## config.mk

```make
export PLATFORM = sky130hd
export DESIGN_NAME = pipe_hazard_ctrl_flat
export DESIGN_NICKNAME = d
export VERILOG_FILES = /design/src/rtl/pipe_hazard_ctrl_if.sv /design/src/rtl/pipe_hazard_ctrl.sv /design/src/flat_wrapper.sv
export SDC_FILE = /design/constraint.sdc
export NUM_CORES = 1
export LEC_CHECK = 0
export BUFFER_PORTS_ARGS = -buffer_cell sky130_fd_sc_hd__buf_2
export CAP_MARGIN = 20
export CORE_MARGIN = 1.5
export CORE_UTILIZATION = 54
export DETAILED_ROUTE_END_ITERATION = 16
export GPL_TIMING_DRIVEN = 0
export PLACE_DENSITY = 0.84
export SETUP_SLACK_MARGIN = 0.2
export SYNTH_ARGS = -nofsm -noshare
export SYNTH_HDL_FRONTEND = slang
export SYNTH_SLANG_ARGS = --single-unit
```

## constraint.sdc

```tcl
create_clock -name Clk -period 4.8 [get_ports Clk]
set_input_delay 0.24 -clock Clk [delete_from_list [all_inputs] [get_ports Clk]]
set_output_delay 0.24 -clock Clk [all_outputs]
set_load 0.02 [all_outputs]
```

## src/rtl/pipe_hazard_ctrl_if.sv

```systemverilog
// Pipeline hazard controller bus.
// Groups the hazard-detection inputs and the per-stage enable/flush outputs
// of pipe_hazard_ctrl.
//   master : the pipeline side. It drives the hazard inputs and receives the
//            enables, flushes, Mem_Timeout and Stall_Cnt.
//   slave  : the controller side. It is the mirror of master.
interface pipe_hazard_ctrl_if;
  // Instruction in ID
  logic [4:0]  ID_Rs;
  logic [4:0]  ID_Rt;
  logic        ID_Use_Rs;
  logic        ID_Use_Rt;
  logic        ID_Branch_Taken;
  // Instruction in EX
  logic [4:0]  E_Rd;
  logic        E_Wreg;
  logic        E_Reg2reg;
  // Data memory
  logic        M_Mem_Req;
  logic        Mem_Ready;
  // Per-stage controls
  logic        PC_We;
  logic        IF_ID_We;
  logic        ID_EX_We;
  logic        EX_MEM_We;
  logic        MEM_WB_We;
  logic        IF_ID_Flush;
  logic        ID_EX_Flush;
  logic        MEM_WB_Flush;
  // Status
  logic        Mem_Timeout;
  logic [15:0] Stall_Cnt;

  modport master (
    output ID_Rs, ID_Rt, ID_Use_Rs, ID_Use_Rt, ID_Branch_Taken,
           E_Rd, E_Wreg, E_Reg2reg, M_Mem_Req, Mem_Ready,
    input  PC_We, IF_ID_We, ID_EX_We, EX_MEM_We, MEM_WB_We,
           IF_ID_Flush, ID_EX_Flush, MEM_WB_Flush, Mem_Timeout, Stall_Cnt
  );

  modport slave (
    input  ID_Rs, ID_Rt, ID_Use_Rs, ID_Use_Rt, ID_Branch_Taken,
           E_Rd, E_Wreg, E_Reg2reg, M_Mem_Req, Mem_Ready,
    output PC_We, IF_ID_We, ID_EX_We, EX_MEM_We, MEM_WB_We,
           IF_ID_Flush, ID_EX_Flush, MEM_WB_Flush, Mem_Timeout, Stall_Cnt
  );
endinterface

```

## src/rtl/pipe_hazard_ctrl.sv

```systemverilog
// Pipeline sequencing controller for the 5-stage CPU.
// Each cycle it drives the write enables and bubble flushes of the PC and of
// the IF/ID, ID/EX, EX/MEM and MEM/WB registers. Three events are handled:
// load-use data hazards, taken branches resolved in ID, and multi-cycle
// data-memory accesses. A wait-state FSM with a watchdog covers the memory
// accesses, and a saturating counter records the cycles with PC_We=0.
// Priority, highest first: Rst, error state, memory stall, load-use, branch.
// Ports:
//   Clk  : rising-edge clock
//   Rst  : synchronous, active-high reset
//   bus  : pipe_hazard_ctrl_if.slave. It carries the hazard inputs and the
//          enable, flush and status outputs.
// Parameter:
//   MEM_TIMEOUT : maximum consecutive MEM_WAIT cycles without Mem_Ready
//                 (2..255)
module pipe_hazard_ctrl #(
  parameter int unsigned MEM_TIMEOUT = 255
) (
  input  logic                     Clk,
  input  logic                     Rst,
  pipe_hazard_ctrl_if.slave        bus
);

  localparam int unsigned WAIT_W = $clog2(MEM_TIMEOUT + 1);

  typedef enum logic [1:0] {
    RUN      = 2'd0,
    MEM_WAIT = 2'd1,
    ERR      = 2'd2
  } state_t;

  state_t              state, state_next;
  logic [WAIT_W-1:0]   wait_cnt, wait_next;
  logic [15:0]         stall_cnt;

  logic load_use;
  logic pc_we, if_id_we, id_ex_we, ex_mem_we, mem_wb_we;
  logic if_id_flush, id_ex_flush, mem_wb_flush;
  logic mem_timeout;

  // The instruction in EX is a load, and the instruction in ID reads its
  // destination before the loaded data can be forwarded.
  always_comb begin
    load_use = bus.E_Reg2reg && bus.E_Wreg && (bus.E_Rd != 5'd0) &&
               ((bus.ID_Use_Rs && (bus.E_Rd == bus.ID_Rs)) ||
                (bus.ID_Use_Rt && (bus.E_Rd == bus.ID_Rt)));
  end

  always_ff @(posedge Clk) begin
    if (Rst) begin
      state    <= RUN;
      wait_cnt <= '0;
    end else begin
      state    <= state_next;
      wait_cnt <= wait_next;
    end
  end

  always_comb begin
    state_next   = state;
    wait_next    = wait_cnt;
    pc_we        = 1'b0;
    if_id_we     = 1'b0;
    id_ex_we     = 1'b0;
    ex_mem_we    = 1'b0;
    mem_wb_we    = 1'b0;
    if_id_flush  = 1'b0;
    id_ex_flush  = 1'b0;
    mem_wb_flush = 1'b0;
    mem_timeout  = 1'b0;

    if (Rst) begin
      state_next = RUN;
      wait_next  = '0;
    end else if (state == ERR) begin
      mem_timeout = 1'b1;
    end else if (!bus.Mem_Ready &&
                 ((state == MEM_WAIT) || bus.M_Mem_Req)) begin
      // Memory stall: freeze the front of the pipe and send a bubble to WB.
      mem_wb_we    = 1'b1;
      mem_wb_flush = 1'b1;
      if (state == RUN) begin
        state_next = MEM_WAIT;
        wait_next  = WAIT_W'(1);
      end else if (wait_cnt == WAIT_W'(MEM_TIMEOUT)) begin
        state_next = ERR;
      end else begin
        wait_next = wait_cnt + WAIT_W'(1);
      end
    end else begin
      // Completion of a memory wait follows the same rules as a RUN cycle.
      state_next = RUN;
      wait_next  = '0;
      if (load_use) begin
        ex_mem_we   = 1'b1;
        mem_wb_we   = 1'b1;
        id_ex_we    = 1'b1;
        id_ex_flush = 1'b1;
      end else begin
        pc_we       = 1'b1;
        if_id_we    = 1'b1;
        id_ex_we    = 1'b1;
        ex_mem_we   = 1'b1;
        mem_wb_we   = 1'b1;
        if_id_flush = bus.ID_Branch_Taken;
      end
    end
  end

  // Reset cycles and the error state also hold PC_We low, but they are not
  // counted as stalls.
  always_ff @(posedge Clk) begin
    if (Rst) begin
      stall_cnt <= '0;
    end else if ((state != ERR) && !pc_we && (stall_cnt != '1)) begin
      stall_cnt <= stall_cnt + 16'd1;
    end
  end

  assign bus.PC_We        = pc_we;
  assign bus.IF_ID_We     = if_id_we;
  assign bus.ID_EX_We     = id_ex_we;
  assign bus.EX_MEM_We    = ex_mem_we;
  assign bus.MEM_WB_We    = mem_wb_we;
  assign bus.IF_ID_Flush  = if_id_flush;
  assign bus.ID_EX_Flush  = id_ex_flush;
  assign bus.MEM_WB_Flush = mem_wb_flush;
  assign bus.Mem_Timeout  = mem_timeout;
  assign bus.Stall_Cnt    = stall_cnt;

endmodule

```

## src/flat_wrapper.sv

```systemverilog
// flat-port wrapper written by rule: the top's interface ports become plain ports
module pipe_hazard_ctrl_flat 
#(
  parameter int unsigned MEM_TIMEOUT = 255
)
  (Clk, Rst, bus_ID_Rs, bus_ID_Rt, bus_ID_Use_Rs, bus_ID_Use_Rt, bus_ID_Branch_Taken, bus_E_Rd, bus_E_Wreg, bus_E_Reg2reg, bus_M_Mem_Req, bus_Mem_Ready, bus_PC_We, bus_IF_ID_We, bus_ID_EX_We, bus_EX_MEM_We, bus_MEM_WB_We, bus_IF_ID_Flush, bus_ID_EX_Flush, bus_MEM_WB_Flush, bus_Mem_Timeout, bus_Stall_Cnt);
  pipe_hazard_ctrl_if bus_i ();
  input  logic Clk;
  input  logic Rst;
  input wire logic [$bits(bus_i.ID_Rs)-1:0] bus_ID_Rs;
  input wire logic [$bits(bus_i.ID_Rt)-1:0] bus_ID_Rt;
  input wire logic [$bits(bus_i.ID_Use_Rs)-1:0] bus_ID_Use_Rs;
  input wire logic [$bits(bus_i.ID_Use_Rt)-1:0] bus_ID_Use_Rt;
  input wire logic [$bits(bus_i.ID_Branch_Taken)-1:0] bus_ID_Branch_Taken;
  input wire logic [$bits(bus_i.E_Rd)-1:0] bus_E_Rd;
  input wire logic [$bits(bus_i.E_Wreg)-1:0] bus_E_Wreg;
  input wire logic [$bits(bus_i.E_Reg2reg)-1:0] bus_E_Reg2reg;
  input wire logic [$bits(bus_i.M_Mem_Req)-1:0] bus_M_Mem_Req;
  input wire logic [$bits(bus_i.Mem_Ready)-1:0] bus_Mem_Ready;
  output wire logic [$bits(bus_i.PC_We)-1:0] bus_PC_We;
  output wire logic [$bits(bus_i.IF_ID_We)-1:0] bus_IF_ID_We;
  output wire logic [$bits(bus_i.ID_EX_We)-1:0] bus_ID_EX_We;
  output wire logic [$bits(bus_i.EX_MEM_We)-1:0] bus_EX_MEM_We;
  output wire logic [$bits(bus_i.MEM_WB_We)-1:0] bus_MEM_WB_We;
  output wire logic [$bits(bus_i.IF_ID_Flush)-1:0] bus_IF_ID_Flush;
  output wire logic [$bits(bus_i.ID_EX_Flush)-1:0] bus_ID_EX_Flush;
  output wire logic [$bits(bus_i.MEM_WB_Flush)-1:0] bus_MEM_WB_Flush;
  output wire logic [$bits(bus_i.Mem_Timeout)-1:0] bus_Mem_Timeout;
  output wire logic [$bits(bus_i.Stall_Cnt)-1:0] bus_Stall_Cnt;
  assign bus_i.ID_Rs = bus_ID_Rs;
  assign bus_i.ID_Rt = bus_ID_Rt;
  assign bus_i.ID_Use_Rs = bus_ID_Use_Rs;
  assign bus_i.ID_Use_Rt = bus_ID_Use_Rt;
  assign bus_i.ID_Branch_Taken = bus_ID_Branch_Taken;
  assign bus_i.E_Rd = bus_E_Rd;
  assign bus_i.E_Wreg = bus_E_Wreg;
  assign bus_i.E_Reg2reg = bus_E_Reg2reg;
  assign bus_i.M_Mem_Req = bus_M_Mem_Req;
  assign bus_i.Mem_Ready = bus_Mem_Ready;
  assign bus_PC_We = bus_i.PC_We;
  assign bus_IF_ID_We = bus_i.IF_ID_We;
  assign bus_ID_EX_We = bus_i.ID_EX_We;
  assign bus_EX_MEM_We = bus_i.EX_MEM_We;
  assign bus_MEM_WB_We = bus_i.MEM_WB_We;
  assign bus_IF_ID_Flush = bus_i.IF_ID_Flush;
  assign bus_ID_EX_Flush = bus_i.ID_EX_Flush;
  assign bus_MEM_WB_Flush = bus_i.MEM_WB_Flush;
  assign bus_Mem_Timeout = bus_i.Mem_Timeout;
  assign bus_Stall_Cnt = bus_i.Stall_Cnt;
  pipe_hazard_ctrl #(.MEM_TIMEOUT(MEM_TIMEOUT)) u_core (.Clk(Clk), .Rst(Rst), .bus(bus_i));
endmodule
```

==> Yosys cells after proc, flatten, opt, wreduce, memory -nomap -nowiden <==
Index checks and enable logic that the tools add are counted.
{ "totals": {"reg_bits": 26, "latch_bits": 0, "ramBits": 0, "romBits": 0, "elab_cells": 59, "memories": 0} }
{ "op_classes": {"n_addsub": 2, "mul": 0, "n_div": 0, "order_cmp": 0, "eq_ne": 9, "shifts": 0, "muxes": 28, "n_bitwise": 1, "reduce_logical": 16} }
{ "ops": {"columns": ["operator", "count"], "rows": [
  ["$mux 8", 3],
  ["$mux 1", 22],
  ["$add 16x1->16 const B", 1],
  ["$ne 16x16->1 const B", 1],
  ["$eq 5x5->1", 2],
  ["$add 8x1->8 const B", 1],
  ["$eq 8x8->1 const B", 1],
  ["$logic_and 1x1->1", 8],
  ["$mux 2", 3],
  ["$ne 3x3->1 const B", 2],
  ["$reduce_bool 5->1", 1],
  ["$reduce_and 2->1", 2],
  ["$eq 2x1->1 const B", 1],
  ["$eq 2x2->1 const B", 1],
  ["$logic_not 1->1", 2],
  ["$logic_not 2->1", 1],
  ["$logic_or 1x1->1", 2],
  ["$ne 2x2->1 const B", 1],
  ["$not 1->1", 1]
]} }

==> Longest topological paths before layout <==
Gate-level depths: netlist (run 1).
{ "depth": {"depth_word": 11, "mapped_depth": 9, "mapped_depth_nobuf": 7} }

==> Worst setup path after synthesis (run 1) <==
OpenSTA, ideal clock, no wires.
{ "synth_timing": {"kind": "register to register", "startpoint": "register u_core.stall_cnt[0], in the netlist u_core.bus.Stall_Cnt[0]", "endpoint": "register u_core.stall_cnt[8], in the netlist u_core.bus.Stall_Cnt[8]", "setup_time_ns": 0.121, "arrival_time_ns": 1.989, "required_ns": 4.679, "slack_ns": 2.690, "path_stages_with_launch": 9, "synth_period_minus_slack_ns": 2.110, "path_cell_list": "dfxtp_1 ha_1 and2_1 and4_1 nand3_1 nand2_1 buf_2 nor4b_1 mux2_2"} }
{ "synth_between": {"elab_chain_len": 2, "word_cells_on_any_way": 3, "cone_classes": "add/sub (1); eq/ne (1); reduce/logical (1)"} }
{ "synth_lines": {"columns": ["item", "line", "text"], "rows": [
  ["start, declared", "pipe_hazard_ctrl.sv:34", "logic [15:0] stall_cnt;"],
  ["start signal, assigned", "pipe_hazard_ctrl.sv:116", "stall_cnt <= stall_cnt + 16'd1;"],
  ["parallel branches: the longest is 2 deep, another holds $add 16x1->16", null, null]
]} }
Parallel ways; which one is timed is not known.
A chain may end at the register's enable or synchronous reset.

==> Final worst setup path (run 1) <==
{ "layout_timing": {"startpoint": "register u_core.state[0]", "endpoint": "output bus_IF_ID_Flush"} }
{ "layout_between": {"elab_chain_len": 6, "word_cells_on_any_way": 7, "cone_classes": "eq/ne (2); mux (3); reduce/logical (2)"} }
{ "layout_lines": {"columns": ["item", "line", "text"], "rows": [
  ["start, declared", "pipe_hazard_ctrl.sv:32", "state_t state, state_next;"],
  ["start signal, assigned", "pipe_hazard_ctrl.sv:54", "state <= state_next;"],
  ["$eq 2x1->1", "pipe_hazard_ctrl.sv:78", "((state == MEM_WAIT) || bus.M_Mem_Req)) begin"],
  ["$logic_or 1x1->1", "pipe_hazard_ctrl.sv:78", null],
  ["$logic_and 1x1->1", "pipe_hazard_ctrl.sv:77", "end else if (!bus.Mem_Ready &&"],
  ["$mux 1", "pipe_hazard_ctrl.sv:77", null],
  ["$mux 1 (*)", "pipe_hazard_ctrl.sv:75", "end else if (state == ERR) begin"],
  ["$mux 1 (*)", "pipe_hazard_ctrl.sv:72", "if (Rst) begin"],
  ["end, declared", "flat_wrapper.sv:25", "output wire logic [$bits(bus_i.IF_ID_Flush)-1:0] bus_IF_ID_Flush;"]
]} }
Mark *: on every way between the ends. The rest lies on a longest branch, timed or not.

==> results of run 1 <==
report_power, final:
part	switching [uW]	internal (uW)
combinational	33.6	27.5
sequential	3.32	219
clock	67.1	46.5
per-layer routing:
layer | track usage | vias to the layer above | share of wire
li1 | - | 809 | -
met1 | 0.310 | 712 | 0.47
met2 | 0.404 | 51 | 0.46
met3 | 0.0346 | 5 | 0.059
met4 | 0.0797 | 0 | 0.014
met5 | 0 | - | 0
final cells by class:
cell class                      instances  share of cell area
Multi-Input combinational cell        153               0.514
Sequential cell                        26               0.278
Buffer                                  9              0.0301
Tap cell                               31              0.0207
Inverter                                6              0.0120
Clock buffer                            4              0.0194
Timing Repair Buffer                   47               0.126
per-stage QoR:
step	cell area, um2	power, uW
final	1870	397
after global routing	1870	413
after CTS	1870	401
after detailed placement	1840	288
after global placement	1840	287
after floorplan	1560	264
state kept, by name (all words and copies together) (netlist names):
register and count:
u_core.bus.Stall_Cnt 16, u_core.state 2, u_core.wait_cnt 8
worst min path at each step:
stage	startpoint	end	cells after the start
6_report	bus_Mem_Ready	u_core.wait_cnt[0]	3
5_1_grt	bus_Mem_Ready	u_core.wait_cnt[0]	3
4_1_cts	bus_Mem_Ready	u_core.wait_cnt[0]	3
3_5_place_dp	u_core.bus.Stall_Cnt[10]	u_core.bus.Stall_Cnt[10]	2
3_3_place_gp	u_core.bus.Stall_Cnt[10]	u_core.bus.Stall_Cnt[10]	2
2_1_floorplan	bus_Mem_Ready	u_core.wait_cnt[0]	2
cell families (layout without fill, tap and decap cells):
group,count (synthesis),after routing,share of synthesized area
flops,26,26,0.333
simple gates,88,88,0.302
mux,3,3,0.0216
fa+ha+maj,3,3,0.0224
compound gates,45,45,0.192
xor+xnor,14,14,0.0785
buf+inv,15,66,0.0504
worst min-delay path, delay by kind of cell:
kind            cells  cell delay, ns
compound gates      2            0.16
buf+inv             1            0.14
cells in the final DEF, fill, tap and decap left out, drive strengths merged, types with 5 or more instances in the layout:
cell type / n
xnor2: 14
o31ai: 5
nand4: 6
dfxtp: 26
nor3: 5
buf: 56
inv: 6
a21oi: 18
nand3: 11
or4: 5
o21ai: 5
nor2: 22
nand2: 11
==> results.json, run 1 <==
{
  "htreeDepth": 1,
  "setup.worst_path.end": "bus_IF_ID_Flush",
  "syn_inst": 194,
  "worstPathCellList": "nor2b_1, buf_2, nor2_1, o21ai_2, a21o_2, inv_2, buf_4, and2_1, buf_2",
  "hpwl_mm": 2.74,
  "startpoint_type": "flip-flop",
  "drt-total-wl_mm": 3.64,
  "synth-warning-count": 0,
  "max_slew_margin": 0.639,
  "arrival_ns": 2.13,
  "max_slew.worst_pin.slew_ns": 0.540,
  "drt_first_iter_violations": 38,
  "cts_tree": "yes",
  "grt_pass1_vias": 1456,
  "slew_viol_final": 0,
  "ir_drop_uv": 226,
  "fin_worst_hold_slack_ns": 0.245,
  "final_cells": 276,
  "period_minus_slack_ns": 2.37,
  "synth_ff_type": "dfxtp_1",
  "grt_first_pass_wirelength_mm": 6.17,
  "fmaxAchievable_ghz": 0.421,
  "grt_max_degree": 15,
  "period_share": 0.495,
  "synth_seq_cells": 26,
  "synth_fp_nets": 220,
  "cp_num_buf_inv": 4,
  "reg2reg_depth": 8,
  "drv_cap": 0,
  "yosysMostFrequentCell": "dfxtp_1",
  "crit_fanout": 11,
  "synthArstFlopShare": 0,
  "clock_latency_ns": 0.33,
  "dp_slack_ns": 2.52,
  "power-per-cell-area_mw_per_mm2": 212,
  "antenna_left": 0,
  "post_cts_buffers": 0,
  "synth.largest_area_cell": "dfxtp_1",
  "nFillCells": 253,
  "skew_ns": 0.00797,
  "layout_setup_ws_ns": 2.43,
  "cpPeakStageDelay_ns": 0.47,
  "synthTopCellsByArea": "dfxtp_1, xnor2_1, a21oi_1",
  "leakagePower_uw": 0.000785,
  "cp_num_cells": 9,
  "antennaDiodeCount": 0,
  "end_kind": "output pin",
  "r2r_setup_slack_ns": 2.51,
  "synth.distinct_cells": 47,
  "ios": 49,
  "hold_viol_final": 0,
  "routedWlPerCell_um": 13.2,
  "r2r-start": "u_core.bus.Stall_Cnt[0]",
  "syn-cell-area_mm2": 0.00156,
  "grt_overflow": 0,
  "synth_edf_count": 0,
  "antenna_found_initial": 0,
  "path_common_cell": "buf_2",
  "drc_errors": 0,
  "slowest_stage": "dfxtp_1",
  "yosysSeqAreaShare": 0.333,
  "io_buffers": 47,
  "nets": 272,
  "die_w_um": 56.8,
  "drive_above_1_share": 0.282,
  "rsz0062_at_grt": "no",
  "synth_top_area_frac": 0.333,
  "min_path_type": "in2reg",
  "multiInputGateArea_um2": 963,
  "dieHeight_um": 56.8,
  "gp_congestion": 0.842,
  "cts_buffer_depth": 2,
  "cts_buffers": 3,
  "via_per_inst": 5.71,
  "outcome": "finished clean",
  "dp.cells": 272,
  "synthTopCellsByCount": "dfxtp_1, nor2_1, a21oi_1",
  "syn2layout_area_growth_pct": 19.9,
  "regArea_um2": 520,
  "required_ns": 4.56,
  "core.rowCount": 19,
  "finalSetupTns_ns": 0,
  "dr.pass1.iters": 4,
  "vias": 1577,
  "cts_resized": 0,
  "cts-root-buf": "clkbuf_4",
  "cp_top_family": "buffers and inverters",
  "track_usage": 0.239,
  "clock-sinks": 26,
  "cts-hold-fix-buffers": 0,
  "core_area_mm2": 0.00276,
  "r2r_end": "u_core.bus.Stall_Cnt[8]",
  "die_area_mm2": 0.00323,
  "path_clk_slew_ns": 0.13,
  "start_util": 0.567,
  "postSynthAreaPerCell_um2": 8.06,
  "crit_type": "reg2out",
  "setup-violations-final": 0,
  "setup.worst_path.start": "u_core.state[0]",
  "final_util": 0.679
}
(Power assumes the default switching activity.)
==> run 2, diff against run 1 <==
--- a/config.mk
+++ b/config.mk
@@ -8,10 +8,10 @@
 export BUFFER_PORTS_ARGS = -buffer_cell sky130_fd_sc_hd__buf_2
 export CAP_MARGIN = 20
 export CORE_MARGIN = 1.5
-export CORE_UTILIZATION = 54
+export CORE_UTILIZATION = 50
 export DETAILED_ROUTE_END_ITERATION = 16
 export GPL_TIMING_DRIVEN = 0
-export PLACE_DENSITY = 0.84
+export PLACE_DENSITY = 0.78
 export SETUP_SLACK_MARGIN = 0.2
 export SYNTH_ARGS = -nofsm -noshare
 export SYNTH_HDL_FRONTEND = slang
==> constraint.sdc (replaced) <==
create_clock -name Clk -period 2.5 [get_ports Clk]
set_input_delay 0.125 -clock Clk [delete_from_list [all_inputs] [get_ports Clk]]
set_output_delay 0.125 -clock Clk [all_outputs]
set_load 0.02 [all_outputs]
==> run 2 against run 1 <==
  * First-iteration DRC count rose by 95%
  * Worst setup slack lost 2.1 ns
  * Core utilization down 5.5 points
  * Sequential share of layout area rose by 0.096 points
  * Critical path type is now reg2reg
  * Highest routed layer unchanged
==> results.json, run 2 (synthesized netlist as in run 1, its figures left out) <==
{
  "hpwl_mm": 2.66,
  "post_dp_cell_area_mm2": 0.00184,
  "outcome": "finished clean",
  "crit_type": "reg2reg",
  "core_area_mm2": 0.00300,
  "ios": 49,
  "swShare": 0.270,
  "required_ns": 2.74,
  "post_cts_buffers": 0,
  "power-per-cell-area_mw_per_mm2": 386,
  "die_area_mm2": 0.00347,
  "track_usage": 0.202,
  "drive_above_1_share": 0.295,
  "cts_tree": "yes",
  "cts-root-buf": "clkbuf_4",
  "leakagePower_uw": 0.000779,
  "setup-violations-final": 0,
  "drt-total-wl_mm": 3.49,
  "via_per_inst": 5.80,
  "fmaxAchievable_ghz": 0.452,
  "vias": 1607,
  "routedWlPerCell_um": 12.6,
  "skew_ns": 0.00872,
  "cp_top_family": "simple AND/OR/NAND/NOR gates",
  "antenna_found_initial": 0,
  "grt_max_degree": 14,
  "p_switching_uw": 195,
  "layout_commonest_cell": "buf_2",
  "pwr-share-seq": 0.588,
  "io_buffers": 47,
  "dieHeight_um": 58.9,
  "final_cell_mix": "buf_2, dfxtp_1, nor2_1",
  "period_minus_slack_ns": 2.21,
  "grt_overflow": 0,
  "max_slew_margin": 0.653,
  "hold_viol_final": 0,
  "dr.pass1.iters": 4,
  "die_w_um": 58.9,
  "path_clk_slew_ns": 0.14,
  "slew_viol_final": 0,
  "syn2layout_area_growth_pct": 20.0,
  "core.rowCount": 20,
  "antenna_left": 0,
  "startpoint_type": "flip-flop",
  "drt_first_iter_violations": 74,
  "power_frac_clock": 0.250,
  "drc_errors": 0,
  "antennaDiodeCount": 0,
  "cpPeakStageDelay_ns": 0.36,
  "cts_buffer_depth": 2,
  "pwr-share-comb": 0.162,
  "clock_latency_ns": 0.32,
  "arrival_ns": 2.45,
  "internal_power_uw": 529,
  "max_slew.worst_pin.slew_ns": 0.519,
  "worstPathCellList": "ha_1, and2_1, and4_1, nand3_1, nand2_1, buf_4, nor4b_2, mux2_2",
  "rsz0062_at_grt": "yes",
  "ir_drop_uv": 213,
  "final_util": 0.625,
  "start_util": 0.520,
  "min_path_type": "in2reg",
  "period_share": 0.884,
  "gp_congestion": 0.808,
  "finalSetupTns_ns": 0,
  "clock-sinks": 26,
  "crit_fanout": 10,
  "cp_num_buf_inv": 1,
  "largest_register_ffs": 16,
  "nets": 272,
  "grt_pass1_vias": 1331,
  "grt_first_pass_wirelength_mm": 5.60,
  "slowest_stage": "dfxtp_1",
  "htreeDepth": 1,
  "end_kind": "flip-flop",
  "r2r_setup_slack_ns": 0.29,
  "finalInstanceArea_mm2": 0.00188,
  "cts_buffers": 3,
  "drv_cap": 0
}
-- run 2: timing repair --
item	4_1_cts	5_1_grt
endpoints found under the setup margin	0	3
hold buffers	0	0
resized for setup	0	6
-- run 2: stage by stage --
stage | worst slack [ns] | total power [uW] | instances | hold WS [ns]
CTS | 0.213 | 725 | 277 | 0.124
floorplan | 0.390 | 507 | 194 | 0.289
detailed placement | 0.233 | 552 | 274 | 0.472
finish | 0.289 | 725 | 277 | 0.123
global placement | 0.229 | 550 | 274 | 0.467
global route | 0.185 | 757 | 277 | 0.126
-- run 2: tightest hold or removal path, cell delays in order --
cell	delay (ns)
buf_2	0.13
a21o_1	0.10
a21oi_1	0.05
-- run 2: power groups by stage --
stage	sequential [uW]	clock, uW	combinational, uW
6_report	426	181	118
5_1_grt	428	200	130
4_1_cts	426	181	118
3_5_place_dp	435	0	117
3_3_place_gp	435	0	116
2_1_floorplan	439	0	68.1
-- run 2: final timing paths --
| kind | start | to | cells past startpoint |
|---|---|---|---|
| max reg2reg | u_core.bus.Stall_Cnt[0] | u_core.bus.Stall_Cnt[8] | 8 |
| min reg2reg | u_core.bus.Stall_Cnt[10] | u_core.bus.Stall_Cnt[10] | 2 |
| min | bus_Mem_Ready | u_core.wait_cnt[0] | 3 |
| max | u_core.bus.Stall_Cnt[0] | u_core.bus.Stall_Cnt[8] | 8 |
-- run 2: cell type report --
cell class              count  area [um2]
well taps                  33        41.3
repair buffers             47         235
multi-input cells         153         972
clock buffers               3        22.5
flip-flops and latches     26         523
fillers                   286        1130
plain buffers               9        58.8
inverters                   6        22.5
-- run 2: routing by layer --
| layer | share of wire | global-route usage | wire length, um | vias to the layer above |
|---|---|---|---|---|
| met5 | 0 | 0 | 0 | - |
| met4 | 0.011 | 0.0617 | 40 | 0 |
| met3 | 0.067 | 0.0242 | 235 | 5 |
| met2 | 0.43 | 0.325 | 1500 | 65 |
| met1 | 0.49 | 0.283 | 1710 | 731 |
| li1 | - | - | - | 806 |
==> run 3, diff against run 2 <==
--- a/config.mk
+++ b/config.mk
@@ -12,6 +12,7 @@
 export DETAILED_ROUTE_END_ITERATION = 16
 export GPL_TIMING_DRIVEN = 0
 export PLACE_DENSITY = 0.78
+export RECOVER_POWER = 50
 export SETUP_SLACK_MARGIN = 0.2
 export SYNTH_ARGS = -nofsm -noshare
 export SYNTH_HDL_FRONTEND = slang
==> run 3 against run 2 <==
  * Combinational power is essentially flat
  * Critical path type unchanged
  * Sequential share of layout area grew 0.29 points
  * Sequential cell count is the same
  * Highest routed layer unchanged
  * Clock power is essentially flat
  * Critical endpoint unchanged
  * Critical path depth is the same
==> results.json, run 3 (synthesized netlist as in run 1, its figures left out) <==
{
  "outcome": "finished clean",
  "skew_ns": 0.00825,
  "cts-root-buf": "clkbuf_4",
  "cts_tree": "yes",
  "crit_fanout": 10,
  "ir_drop_uv": 214,
  "period_minus_slack_ns": 2.21,
  "grt_first_pass_wirelength_mm": 5.60,
  "power-per-cell-area_mw_per_mm2": 390,
  "core.rowCount": 20,
  "slew_viol_final": 0,
  "htreeDepth": 1,
  "max_slew_margin": 0.652,
  "drt_first_iter_violations": 74,
  "cp_top_family": "simple AND/OR/NAND/NOR gates",
  "track_usage": 0.202,
  "startpoint_type": "flip-flop",
  "power_frac_clock": 0.249,
  "nFillCells": 299,
  "nets": 272,
  "hpwl_mm": 2.66,
  "multiInputGateArea_um2": 972,
  "crit_type": "reg2reg",
  "via_per_inst": 5.77,
  "min_path_type": "in2reg",
  "routedWlPerCell_um": 12.7,
  "fmaxAchievable_ghz": 0.451,
  "antenna_left": 0,
  "required_ns": 2.73,
  "clock-sinks": 26,
  "drt-total-wl_mm": 3.51,
  "setup-violations-final": 0,
  "layout_commonest_cell": "buf_2",
  "start_util": 0.520,
  "grt_max_degree": 14,
  "pwr-share-seq": 0.590,
  "p_switching_uw": 195,
  "regArea_um2": 522,
  "path_clk_slew_ns": 0.14,
  "dieHeight_um": 58.9,
  "max_slew.worst_pin.slew_ns": 0.522,
  "swShare": 0.270,
  "internal_power_uw": 528,
  "largest_register_ffs": 16,
  "period_share": 0.886,
  "cts_buffer_depth": 2,
  "arrival_ns": 2.45,
  "pwr-share-comb": 0.161,
  "grt_overflow": 0,
  "core_area_mm2": 0.00300,
  "ios": 49,
  "drc_errors": 0,
  "finalSetupTns_ns": 0,
  "clock_latency_ns": 0.32,
  "cts-hold-fix-buffers": 0,
  "die_area_mm2": 0.00347,
  "dr.pass1.iters": 4,
  "worstPathCellList": "ha_1, and2_1, and4_1, nand3_1, nand2_1, buf_4, nor4b_2, mux2_2",
  "cp_num_buf_inv": 1,
  "final_cell_mix": "buf_2, dfxtp_1, nor2_1",
  "cpPeakStageDelay_ns": 0.37,
  "die_w_um": 58.9,
  "drive_above_1_share": 0.217,
  "antenna_found_initial": 0,
  "leakagePower_uw": 0.000702,
  "grt_pass1_vias": 1331,
  "end_kind": "flip-flop",
  "rsz0062_at_grt": "yes",
  "final_util": 0.617,
  "io_buffers": 47,
  "drv_cap": 0,
  "cts_buffers": 3,
  "syn2layout_area_growth_pct": 18.5,
  "antennaDiodeCount": 0,
  "hold_viol_final": 0,
  "vias": 1598,
  "gp_congestion": 0.808,
  "slowest_stage": "dfxtp_1"
}
-- run 3: cell count changes in the layout (fill, tap and decap cells not counted), sizes merged --
cell    change
buf        -19
clkbuf     +19
-- run 3: stage by stage --
stage / hold WS (ns) / setup slack [ns] / cells / instance area [um2] / power (uW)
2_1_floorplan: 0.289 / 0.390 / 194 / 1560 / 507
3_3_place_gp: 0.467 / 0.229 / 274 / 1840 / 550
3_5_place_dp: 0.472 / 0.233 / 274 / 1840 / 552
4_1_cts: 0.124 / 0.213 / 277 / 1860 / 725
5_1_grt: 0.126 / 0.176 / 277 / 1850 / 756
6_report: 0.125 / 0.285 / 277 / 1850 / 723
-- run 3: timing repair --
item                                    in CTS  in global routing
setup buffers                                0                  0
endpoints found under the setup margin       0                  3
resized for setup                            0                  6
-- run 3: power groups by stage --
stage	registers, uW	logic, uW	clock network (uW)
5_1_grt	428	128	200
6_report	426	116	180
2_1_floorplan	439	68.1	0
3_5_place_dp	435	117	0
3_3_place_gp	435	116	0
4_1_cts	426	118	181
-- run 3: routing by layer --
layer	global-route usage	vias up	share of wire
li1	-	807	-
met1	0.283	726	0.50
met2	0.325	60	0.43
met3	0.0242	5	0.063
met4	0.0617	0	0.012
met5	0	-	0
-- run 3: final timing paths --
kind	start	end	slack, ns	cells past startpoint
worst max register to register	u_core.bus.Stall_Cnt[0]	u_core.bus.Stall_Cnt[8]	0.29	8
worst min register to register	u_core.bus.Stall_Cnt[10]	u_core.bus.Stall_Cnt[10]	0.51	2
worst max-delay path	u_core.bus.Stall_Cnt[0]	u_core.bus.Stall_Cnt[8]	0.29	8
worst min-delay path	bus_Mem_Ready	u_core.wait_cnt[0]	0.13	3
-- run 3: tightest hold or removal path, delay by kind of cell --
family          cells  cell delay [ns]
buf+inv             1             0.13
compound gates      2             0.15
-- run 3: layout make-up --
cell class | count | area share
timing repair buffer | 47 | 0.115
inverter | 6 | 0.0122
buffer | 9 | 0.0318
multi-input combinational | 153 | 0.525
sequential | 26 | 0.282
tap | 33 | 0.0223
clock buffer | 3 | 0.0122
